File: config.mk
export PLATFORM = sky130hd
export DESIGN_NAME = cacheline_adaptor
export DESIGN_NICKNAME = d
export VERILOG_FILES = /design/src/rtl/cacheline_adaptor.sv
export SDC_FILE = /design/constraint.sdc
export NUM_CORES = 1
export LEC_CHECK = 0
export BUFFER_PORTS_ARGS = -buffer_cell sky130_fd_sc_hd__buf_2
export CORE_ASPECT_RATIO = 0.7
export CORE_MARGIN = 10
export CORE_UTILIZATION = 40
export CTS_CLUSTER_SIZE = 8
export DETAILED_ROUTE_END_ITERATION = 12
export SETUP_SLACK_MARGIN = 0.2
export SLEW_MARGIN = 20
export SYNTH_ARGS = -nofsm -noshare
export SYNTH_HDL_FRONTEND = slang
export SYNTH_SLANG_ARGS = --single-unit
File: constraint.sdc
create_clock -name clk -period 6.72 [get_ports clk]
set_input_delay 1.344 -clock clk [delete_from_list [all_inputs] [get_ports clk]]
set_output_delay 1.344 -clock clk [all_outputs]
set_load 0.03 [all_outputs]
File: src/rtl/cacheline_adaptor.sv
// Cacheline adaptor: turns one LINE_W-bit fill or write-back from the data cache
// into a sequence of BURST_W-bit beats on the main-memory burst bus.
module cacheline_adaptor #(
  parameter int unsigned LINE_W  = 256,
  parameter int unsigned BURST_W = 64,
  parameter int unsigned ADDR_W  = 32
) (
  input  logic              clk,
  input  logic              rst_n,
  // cache side
  input  logic [LINE_W-1:0]  line_i,
  output logic [LINE_W-1:0]  line_o,
  input  logic [ADDR_W-1:0]  address_i,
  input  logic               read_i,
  input  logic               write_i,
  output logic               resp_o,
  // memory side
  input  logic [BURST_W-1:0] burst_i,
  output logic [BURST_W-1:0] burst_o,
  output logic [ADDR_W-1:0]  address_o,
  output logic               read_o,
  output logic               write_o,
  input  logic               resp_i
);

  localparam int unsigned BEATS = LINE_W / BURST_W;
  localparam int unsigned CNT_W = (BEATS > 1) ? $clog2(BEATS) : 1;
  localparam int unsigned OFF_W = $clog2(LINE_W / 8);
  localparam logic [ADDR_W-1:0] ADDR_MASK = ~ADDR_W'((64'd1 << OFF_W) - 64'd1);
  localparam logic [CNT_W-1:0]  LAST_BEAT = CNT_W'(BEATS - 1);

  typedef enum logic [1:0] {
    IDLE  = 2'd0,
    READ  = 2'd1,
    WRITE = 2'd2,
    DONE  = 2'd3
  } state_e;

  state_e             state_q;
  logic [CNT_W-1:0]   cnt_q;
  logic [ADDR_W-1:0]  addr_q;
  logic [LINE_W-1:0]  wline_q;
  logic [LINE_W-1:0]  rline_q;
  logic               read_q;
  logic               write_q;
  logic               resp_q;

  assign line_o    = rline_q;
  assign address_o = addr_q;
  assign read_o    = read_q;
  assign write_o   = write_q;
  assign resp_o    = resp_q;

  // Write beat follows the counter directly so it advances on the ack edge.
  assign burst_o = write_q ? wline_q[32'(cnt_q) * BURST_W +: BURST_W] : '0;

  // Transfer FSM; request inputs are only sampled in IDLE.
  always_ff @(posedge clk or negedge rst_n) begin
    if (!rst_n) begin
      state_q <= IDLE;
      cnt_q   <= '0;
      addr_q  <= '0;
      wline_q <= '0;
      rline_q <= '0;
      read_q  <= 1'b0;
      write_q <= 1'b0;
      resp_q  <= 1'b0;
    end else begin
      resp_q <= 1'b0;
      unique case (state_q)
        IDLE: begin
          if (read_i) begin
            addr_q  <= address_i & ADDR_MASK;
            cnt_q   <= '0;
            read_q  <= 1'b1;
            state_q <= READ;
          end else if (write_i) begin
            addr_q  <= address_i & ADDR_MASK;
            wline_q <= line_i;
            cnt_q   <= '0;
            write_q <= 1'b1;
            state_q <= WRITE;
          end
        end
        READ: begin
          if (resp_i) begin
            rline_q[32'(cnt_q) * BURST_W +: BURST_W] <= burst_i;
            if (cnt_q == LAST_BEAT) begin
              read_q  <= 1'b0;
              resp_q  <= 1'b1;
              state_q <= DONE;
            end else begin
              cnt_q <= cnt_q + CNT_W'(1);
            end
          end
        end
        WRITE: begin
          if (resp_i) begin
            if (cnt_q == LAST_BEAT) begin
              write_q <= 1'b0;
              resp_q  <= 1'b1;
              state_q <= DONE;
            end else begin
              cnt_q <= cnt_q + CNT_W'(1);
            end
          end
        end
        DONE: begin
          state_q <= IDLE;
        end
        default: begin
          state_q <= IDLE;
        end
      endcase
    end
  end

endmodule
* Word level (Yosys, flattened, before mapping)
Index checks and enable logic that the tools add are counted.
Operators by class: add/subtract/negate cells 2, multipliers 0, div/mod/pow operators 0, magnitude comparators 0, equal/unequal tests 15, shift-type cells 3, mux-type cells 24, bitwise gates (word level) 1, reductions and logical operators 13
Operators by type and width (count):
- bitwise mux 256 bit | 1
- variable shift 64 x 34 -> 256 bit (first input constant) | 1
- variable part select 256 x 9 -> 64 bit | 1
- variable part select 64 x 34 -> 256 bit | 1
- 2-to-1 mux 32 bit | 2
- 2-to-1 mux 64 bit | 1
- negator 8 -> 34 bit | 1
- 2-to-1 mux 2 bit | 8
- inequality test 2 bit (second input constant) | 8
- 2-to-1 mux 1 bit | 8
- AND reduction 4 bit | 2
- nonzero test 2 bit | 4
- equality test 2 bit (second input constant) | 3
- one-hot mux 2 bit (3 select lines) | 1
- AND reduction 3 bit | 2
- AND reduction 5 bit | 1
- inequality test 2 x 1 -> 1 bit (second input constant) | 2
- one-hot mux 1 bit (2 select lines) | 2
- one-hot mux 2 bit (2 select lines) | 1
- AND reduction 2 bit | 2
- inequality test 3 bit (second input constant) | 1
- adder 2 x 1 -> 2 bit (second input constant) | 1
- equality test 2 x 1 -> 1 bit (second input constant) | 1
- zero test 2 bit | 1
- 2 further kinds | 2
Word-level totals: bits in registers 551, bits in latches 0, memory bits (writable) 0, ROM bits 0, input port bits 357, output and inout port bits 355, logic and storage cells 66, memories kept 0

* Logic depth before layout (Yosys ltp)
Gate-level depths: netlist (run 1).
word-level depth 4, depth in mapped cells 10, depth with buffers taken out 5

* Worst setup path before layout (run 1)
No wires, ideal clock.
path kind register -> output, start point register cnt_q[0], end point output burst_o[10], data arrival time 1.589 ns, data required time 5.376 ns, setup slack 3.787 ns, stages on the path, launching flop included 5, path buffers 2, cell sequence dfrtp_1 > buf_4 > buf_2 > mux4_2 > and2_1
On the way: word-level cells in the longest chain between the ends 2
Ends and longest elaborated chain:
- start: declaration | RTL line 40 | logic [CNT_W-1:0] cnt_q;
- start signal: assignment | RTL line 93 | cnt_q <= cnt_q + CNT_W'(1);
- start signal: assignment | RTL line 104 | cnt_q <= cnt_q + CNT_W'(1);
- variable part select 256 x 9 -> 64 bit | RTL line 55 | assign burst_o = write_q ? wline_q[32'(cnt_q) * BURST_W +: BURST_W] : '0;
- 2-to-1 mux 64 bit | RTL line 55
- end: declaration | RTL line 19 | output logic [BURST_W-1:0] burst_o,
Every way passes these cells.

* Final worst setup path (run 1)
start point register cnt_q[0], end point output burst_o[37]
Same word-level chain as after synthesis.

==> results of run 1 <==
==> worst min-delay path, cell delays in order (launching register included) <==
cell     delay [ns]
dfrtp_1        0.33
nand2_1        0.04
o21ai_0        0.06
==> cells in the mapped netlist, types with 30 or more instances <==
cell,n
clkbuf_1,48
o21ai_1,110
buf_6,46
mux4_2,64
buf_2,30
dfrtp_1,546
mux2_4,240
nand2_1,348
o21ai_0,64
and2_1,64
mux2_2,44
a22o_1,86
==> worst max path at each step <==
stage,from,to,cells after the start
floorplan,cnt_q[0]$_DFFE_PN0P_,burst_o[10],4
global placement,cnt_q[0]$_DFFE_PN0P_,burst_o[34],4
detailed placement,cnt_q[0]$_DFFE_PN0P_,burst_o[37],4
CTS,cnt_q[0]$_DFFE_PN0P_,burst_o[37],4
global route,cnt_q[0]$_DFFE_PN0P_,burst_o[34],4
finish,cnt_q[0]$_DFFE_PN0P_,burst_o[37],4
==> registers in the layout, summed over array words and instances (netlist names) <==
register   flops
address_o     27
resp_o         1
cnt_q          2
line_o       256
wline_q      256
read_o         1
write_o        1
state_q        2
==> power groups by stage <==
stage / clock network, uW / registers, uW / logic [uW]
after floorplan: 0 / 5440 / 3740
after global placement: 0 / 5060 / 5580
after global routing: 3750 / 5250 / 5930
after detailed placement: 0 / 5120 / 5650
final: 3510 / 5120 / 5590
after CTS: 3600 / 5100 / 5670
==> logic make-up (layout without fill, tap and decap cells) <==
family	after synthesis	in the layout	share of synthesized area, %
and+or+nand+nor	439	439	8.10
adders and majority gates	10	10	0.523
other	1	18	0.0157
muxes	348	348	23.2
DFF	546	546	57.2
AOI/OAI and AO/OA	269	269	7.05
buffers and inverters	141	816	3.97
==> per-layer routing <==
metal / up-vias / global-route usage [%] / wire length (um) / part of all wire [%]
li1: 7425 / - / - / -
met1: 8295 / 24.8 / 30000 / 40
met2: 499 / 36.2 / 38600 / 51
met3: 110 / 5.60 / 4460 / 5.9
met4: 4 / 6.89 / 1990 / 2.7
met5: - / 0 / 27 / 0.036
==> layout make-up <==
class	count	area share, %
Tap cell	798	3.34
Sequential cell	546	45.7
Clock buffer	82	6.57
Clock inverter	8	0.406
Antenna cell	13	0.109
Timing Repair Buffer	720	12.4
Multi-Input combinational cell	1071	31.4
Inverter	6	0.0753
==> per-stage QoR <==
step	hold WS (ns)	instances	utilization, %
2_1_floorplan	0.474	1758	-
3_3_place_gp	0.456	3141	47.3
3_5_place_dp	0.465	3141	47.3
4_1_cts	0.476	3231	50.9
5_1_grt	0.496	3240	50.9
6_report	0.472	3244	51.0
==> impl_metrics.ini, run 1 <==
[clock_network]
numCtsBuffers = 78
clock_sinks = 546
clock_latency_ns = 0.61
clock_path_buffers = 3
clockRootBuffer = clkbuf_16
postCtsSetupBuffers = 0
cts_resized = 0
cts_hold_buffers = 0
clk_pin_slew_ns = 0.06
htree_levels = 3
cts_tree = built

[run]
max_cap_violations = 0

[die]
die_y_um = 225
die_w_um = 312
dieArea_um2 = 70100
placementRows = 74
start_util_pct = 40.7
ios = 712
design.core.area_um2 = 58700

[detailed_routing]
routedWlPerCell_um = 23.1
vias = 16333
drc_errors = 0
routed_wl_um = 75100
ant_nets = 0
viasPerCell = 5.03
drtIter0Drc = 1175
first_pass_iters = 5

[hold_path]
hp-class = reg2reg
hold_end = line_o[115]$_DFFE_PN0P_
worstHoldStart = line_o[115]$_DFFE_PN0P_
hold_depth = 2

[worst_setup_path]
slowest_stage = dfrtp_4
worst-path-buf-inv = 2
regToRegSetupSlack_ns = 3.41
cp-end-kind = output pin
cp_top_family = flip-flops
critPathMaxStageDelay_ns = 0.97
r2r-start = cnt_q[0]$_DFFE_PN0P_
crit_required_ns = 5.38
crit_chain = buf_4 > mux4_2 > and2_1 > buf_2
worstSetupPathType = reg2out
start_kind = register
rr_worst_depth = 6
arrival_ns = 3.32
worstReg2RegEnd = line_o[180]$_DFFE_PN0P_
cp_max_fo = 43

[logic_synthesis]
synth_ff_type = dfrtp_1
synth_area_leaders = dfrtp_1, mux2_4, mux4_2
yosysSeqAreaShare_pct = 57.2
ys_async_sr_fraction_pct = 100
avgSynthCellArea_um2 = 13.6
synth_top_area_share_pct = 57.2
synth.distinct_cells = 38
yosys_warnings = 0
synth-seq-cells = 546
syn_inst = 1754
synth_edf_count = 0
syn_area_um2 = 23900
synth_area_leader_cell = dfrtp_1

[sta]
setup_violations = 0
max_freq_mhz = 215
setup_ws_ns = 2.06
finalHoldViolCount = 0
fin_skew_ns = 0.0152
worstMarginPinSlew_ns = 1.07
min_period_ns = 4.66
fin_setup_tns_ns = 0
timing.slew.headroom_pct = 28.6
rsz0062_at_grt = false
slew_viol_final = 0
period_share_pct = 69.4

[pwr]
p_leak_uw = 0.0151
clockPowerShare_pct = 24.7
seqPwrFrac_pct = 36.0
power_density_nw_per_um2 = 475
power_frac_comb_pct = 39.3
power.internal_uw = 9160
switching_share_pct = 35.6
switching_power_uw = 5060
finalPower_uw = 14200
irDropWorstVdd_uv = 312

[finish]
most-common-layout-cells = buf_2, dfrtp_1, nand2_1, mux2_4, o21ai_1
regArea_um2 = 13700
final_common_cell = buf_2
fin_nets = 2790
area_delta_synth_final_pct = 25.2
fin_area_um2 = 29900
multiInputGateArea_um2 = 9390
drive_above_1_share_pct = 48.1
n_fill_cell = 5184

[outcome]
status = finished, final reports clean

[grt]
grt_pass1_wl_um = 113000
grt_pass1_vias = 17796
grt_usage_pct = 20.8
overflow = 0
grt_max_degree = 158
antenna_found_initial = 16

[place]
pre_cts_slack_ns = 2.61
place_congestion = 0.858
dp_hpwl_um = 52900
dpl_cell_area_um2 = 27800
portBuffers = 701
Note: power is estimated with default switching activity, not from simulation.
==> run 2: changes to the inputs <==
--- a/config.mk
+++ b/config.mk
@@ -11,6 +11,7 @@
 export CORE_UTILIZATION = 40
 export CTS_CLUSTER_SIZE = 8
 export DETAILED_ROUTE_END_ITERATION = 12
+export PLACE_DENSITY = 0.67
 export SETUP_SLACK_MARGIN = 0.2
 export SLEW_MARGIN = 20
 export SYNTH_ARGS = -nofsm -noshare
==> constraint.sdc (replaced) <==
create_clock -name clk -period 4.2 [get_ports clk]
set_input_delay 0.84 -clock clk [delete_from_list [all_inputs] [get_ports clk]]
set_output_delay 0.84 -clock clk [all_outputs]
set_load 0.03 [all_outputs]
==> run 2 against run 1 <==
Against the previous run: clock-buffer cell count decreased by 3; clock power is 58% higher; critical path depth unchanged; global-route usage shrank 0.089 points; sequential cell count is the same; sequential power increased by 60%; register-to-register slack worse by 2.3 ns; worst setup slack worse by 1.5 ns; highest routed layer unchanged; largest power group unchanged; hold slack got worse by 0.20 ns.
==> impl_metrics.ini, run 2 (synthesis results as in run 1) <==
[clock_network]
clock_sinks = 546
clockRootBuffer = clkbuf_16
clock_latency_ns = 0.60
cts_tree = built
clk_pin_slew_ns = 0.05
cts_hold_buffers = 0
postCtsSetupBuffers = 0
clock_path_buffers = 3
htree_levels = 3
numCtsBuffers = 78
cts_resized = 0

[die]
placementRows = 74
start_util_pct = 40.7
ios = 712
die_w_um = 312
design.core.area_um2 = 58700
die_y_um = 225
dieArea_um2 = 70100

[worst_setup_path]
rr_worst_depth = 5
cp_max_fo = 41
regToRegSetupSlack_ns = 1.16
worstReg2RegEnd = line_o[101]$_DFFE_PN0P_
r2r-start = cnt_q[0]$_DFFE_PN0P_
arrival_ns = 2.79
start_kind = register
worstSetupPathType = reg2out
crit_required_ns = 3.36
cp-end-kind = output pin

[detailed_routing]
vias = 16729
drc_errors = 0
first_pass_iters = 6
viasPerCell = 5.11
routed_wl_um = 74900
ant_nets = 0
drtIter0Drc = 1185
routedWlPerCell_um = 22.9

[sta]
rsz0062_at_grt = false
period_share_pct = 86.5
timing.slew.headroom_pct = 32.7
slew_viol_final = 0
fin_setup_tns_ns = 0
min_period_ns = 3.63
finalHoldViolCount = 0
fin_skew_ns = 0.0178
setup_violations = 0
max_freq_mhz = 275
worstMarginPinSlew_ns = 1.01

[grt]
grt_max_degree = 99
grt_usage_pct = 20.7
overflow = 0
grt_pass1_wl_um = 114000
grt_pass1_vias = 18202
antenna_found_initial = 17

[place]
dp_cells = 3167
place_congestion = 0.899
dp_hpwl_um = 54100
portBuffers = 701

[outcome]
status = finished, final reports clean

[pwr]
power_density_nw_per_um2 = 754
p_leak_uw = 0.0152
irDropWorstVdd_uv = 529

[finish]
area_delta_synth_final_pct = 26.5
fin_nets = 2816
most-common-layout-cells = buf_2, dfrtp_1, nand2_1, mux2_4, o21ai_1
fin_cells = 3271
final_common_cell = buf_2
drive_above_1_share_pct = 48.7

[run]
max_cap_violations = 0

[hold_path]
hp-class = in2async
run 2: changes by cell type in the layout (fill, tap and decap cells not counted), sizes merged:
cell    before  now
bufinv       1    0
inv         12   10
diode       13   17
clkbuf      82   79
clkinv       1    4
buf        720  746
run 2: area by class of cell:
type	instances	area, um2
sequential	546	13700
clock inverter	8	100
fill	5014	28500
multi-input combinational	1071	9390
timing repair buffer	746	4030
clock buffer	79	1980
tap	798	998
inverter	6	22.5
antenna	17	42.5
run 2: how the worst max path moves through the flow:
stage / from / endpoint / slack [ns] / depth (start not counted)
after detailed placement: cnt_q[0]$_DFFE_PN0P_ / line_o[113]$_DFFE_PN0P_ / 1.06 / 5
final: cnt_q[0]$_DFFE_PN0P_ / burst_o[35] / 0.57 / 4
after global placement: cnt_q[0]$_DFFE_PN0P_ / burst_o[17] / 1.11 / 4
after global routing: cnt_q[0]$_DFFE_PN0P_ / burst_o[35] / 0.39 / 4
after floorplan: cnt_q[0]$_DFFE_PN0P_ / burst_o[10] / 1.77 / 4
after CTS: cnt_q[0]$_DFFE_PN0P_ / burst_o[0] / 0.45 / 4
run 2: stage by stage:
stage | power, uW | area (um2) | hold slack, ns | worst slack [ns] | utilization, %
5_1_grt | 23900 | 30200 | 0.304 | 0.386 | 51.5
6_report | 22800 | 30200 | 0.277 | 0.568 | 51.5
3_3_place_gp | 17100 | 28100 | 0.456 | 1.11 | 47.9
4_1_cts | 23000 | 30200 | 0.324 | 0.449 | 51.4
2_1_floorplan | 14700 | 23900 | 0.474 | 1.77 | -
3_5_place_dp | 17300 | 28100 | 0.465 | 1.06 | 47.9
run 2: critical path, stage by stage, from the launching register on:
cell and delay [ns]:
dfrtp_4 0.93, buf_4 0.34, mux4_2 0.53, and2_1 0.18
buf_2 0.18
run 2: layer usage:
| layer | global-route usage, % | routed length (um) | share of wire, % |
|---|---|---|---|
| met5 | 0 | 13 | 0.017 |
| met4 | 9.06 | 2910 | 3.9 |
| met3 | 5.07 | 4760 | 6.4 |
| met2 | 34.5 | 37300 | 50 |
| met1 | 25.5 | 29900 | 40 |
run 2: where the power goes:
| group | total, uW | leakage [uW] | switching (uW) | internal (uW) |
|---|---|---|---|---|
| Sequential | 8210 | 0.00698 | 1180 | 7030 |
| Combinational | 9030 | 0.00723 | 4700 | 4330 |
| Clock | 5550 | 0.00102 | 2230 | 3320 |
| Total | 22800 | 0.0152 | 8100 | 14700 |
==> run 3: changes to the inputs <==
--- a/config.mk
+++ b/config.mk
@@ -11,6 +11,7 @@
 export CORE_UTILIZATION = 40
 export CTS_CLUSTER_SIZE = 8
 export DETAILED_ROUTE_END_ITERATION = 12
+export GPL_TIMING_DRIVEN = 0
 export PLACE_DENSITY = 0.67
 export SETUP_SLACK_MARGIN = 0.2
 export SLEW_MARGIN = 20
==> run 3 against run 2 <==
Against the previous run: critical path depth stayed put; routed wire length is 11% higher; core utilization is 0.89 points higher; cell count increased by 3.1%; maximum frequency is 7.1% lower; sequential cell count unchanged; non-clock buffer count rose by 92.
==> impl_metrics.ini, run 3 (synthesis results as in run 1) <==
[pwr]
power_density_nw_per_um2 = 757
p_leak_uw = 0.0155
finalPower_uw = 23300
irDropWorstVdd_uv = 452

[run]
max_cap_violations = 0

[die]
placementRows = 74
design.core.area_um2 = 58700
start_util_pct = 40.7
die_y_um = 225
ios = 712
die_w_um = 312
dieArea_um2 = 70100

[clock_network]
clock_path_buffers = 3
numCtsBuffers = 79
htree_levels = 3
clockRootBuffer = clkbuf_16
clk_pin_slew_ns = 0.05
clock_sinks = 546
cts_tree = built
clock_latency_ns = 0.63
cts_resized = 0
cts_hold_buffers = 0
postCtsSetupBuffers = 0

[detailed_routing]
drtIter0Drc = 1352
drc_errors = 0
viasPerCell = 5.25
routed_wl_um = 83300
first_pass_iters = 5
ant_nets = 0
vias = 17699
routedWlPerCell_um = 24.7

[sta]
timing.slew.headroom_pct = 23.9
finalHoldViolCount = 0
setup_violations = 0
worstMarginPinSlew_ns = 1.14
min_period_ns = 3.91
rsz0062_at_grt = false
fin_setup_tns_ns = 0
slew_viol_final = 0
max_freq_mhz = 256
period_share_pct = 93.1
fin_skew_ns = 0.0191

[finish]
n_fill_cell = 5033
area_delta_synth_final_pct = 28.7
fin_nets = 2909
most-common-layout-cells = buf_2, dfrtp_1, nand2_1, mux2_4, o21ai_1
final_common_cell = buf_2
drive_above_1_share_pct = 48.3
fin_cells = 3371

[grt]
overflow = 0
grt_pass1_wl_um = 124000
grt_pass1_vias = 19125
grt_usage_pct = 23.1
antenna_found_initial = 24
grt_max_degree = 106

[worst_setup_path]
worst-path-buf-inv = 3
cp_top_family = buffers and inverters
arrival_ns = 3.07
crit_required_ns = 3.36
cp-end-kind = output pin
critPathMaxStageDelay_ns = 0.73
start_kind = register
cp_common_cell = clkbuf_1
cp_max_fo = 10
slowest_stage = clkbuf_1
worstSetupPathType = reg2out
crit_chain = clkbuf_1 > clkbuf_1 > and2_1 > buf_2

[hold_path]
hp-class = in2async

[place]
portBuffers = 698
dp_hpwl_um = 63600
dp_cells = 3259
place_congestion = 0.910

[outcome]
status = finished, final reports clean
## run 3: cell count changes in the layout (fill, tap and decap cells not counted), moves of 4 or more
| cell | before | now |
|---|---|---|
| clkbuf_1 | 0 | 50 |
| buf_6 | 0 | 46 |
| buf_2 | 700 | 727 |
| buf_4 | 31 | 10 |
| buf_12 | 14 | 0 |
| buf_16 | 0 | 5 |
| diode_2 | 17 | 22 |
| nand3_1 | 6 | 10 |
## run 3: stage by stage
stage | cell area [um2] | hold WS, ns | util, % | worst slack, ns
after floorplan | 23900 | 0.474 | - | 1.77
after global placement | 28400 | 0.460 | 48.4 | -8.67
after detailed placement | 28600 | 0.465 | 48.6 | 0.680
after CTS | 30700 | 0.195 | 52.3 | 0.326
after global routing | 30800 | 0.218 | 52.4 | 0.245
final | 30800 | 0.188 | 52.4 | 0.290
## run 3: power breakdown
part,switching [uW],leakage [uW],internal (uW)
combinational,5030,0.00749,4410
clock,2260,0.00105,3500
sequential,1050,0.00698,7030
total,8340,0.0155,14900
## run 3: final cells by class
class,count,area (um2),area share (%)
antenna,22,55.1,0.179
inverter,6,22.5,0.0732
multi-input combinational,1071,9300,30.2
clock inverter,5,72.6,0.236
clock buffer,85,2070,6.74
timing repair buffer,703,3640,11.8
tap,798,998,3.25
buffer,135,927,3.01
sequential,546,13700,44.4
## run 3: final timing paths
path,startpoint,to,slack [ns],cells past startpoint
worst min-delay path,rst_n,wline_q[113]$_DFFE_PN0P_,0.19,1
worst max register to register,cnt_q[1]$_DFFE_PN0P_,line_o[228]$_DFFE_PN0P_,0.66,9
min in group clk,line_i[221],wline_q[221]$_DFFE_PN0P_,0.44,2
max in group asynchronous,rst_n,line_o[45]$_DFFE_PN0P_,2.17,4
worst min register to register,line_o[131]$_DFFE_PN0P_,line_o[131]$_DFFE_PN0P_,0.47,2
worst max-delay path,write_o$_DFFE_PN0P_,burst_o[27],0.29,4
## run 3: per-layer routing
layer / wire (um) / track usage, % / share of wire, % / up-vias
met5: 17 / 0 / 0.020 / -
met4: 2890 / 9.32 / 3.5 / 2
met3: 5960 / 6.64 / 7.2 / 152
met2: 40100 / 36.9 / 48 / 685
met1: 34200 / 29.5 / 41 / 9188
li1: - / - / - / 7672
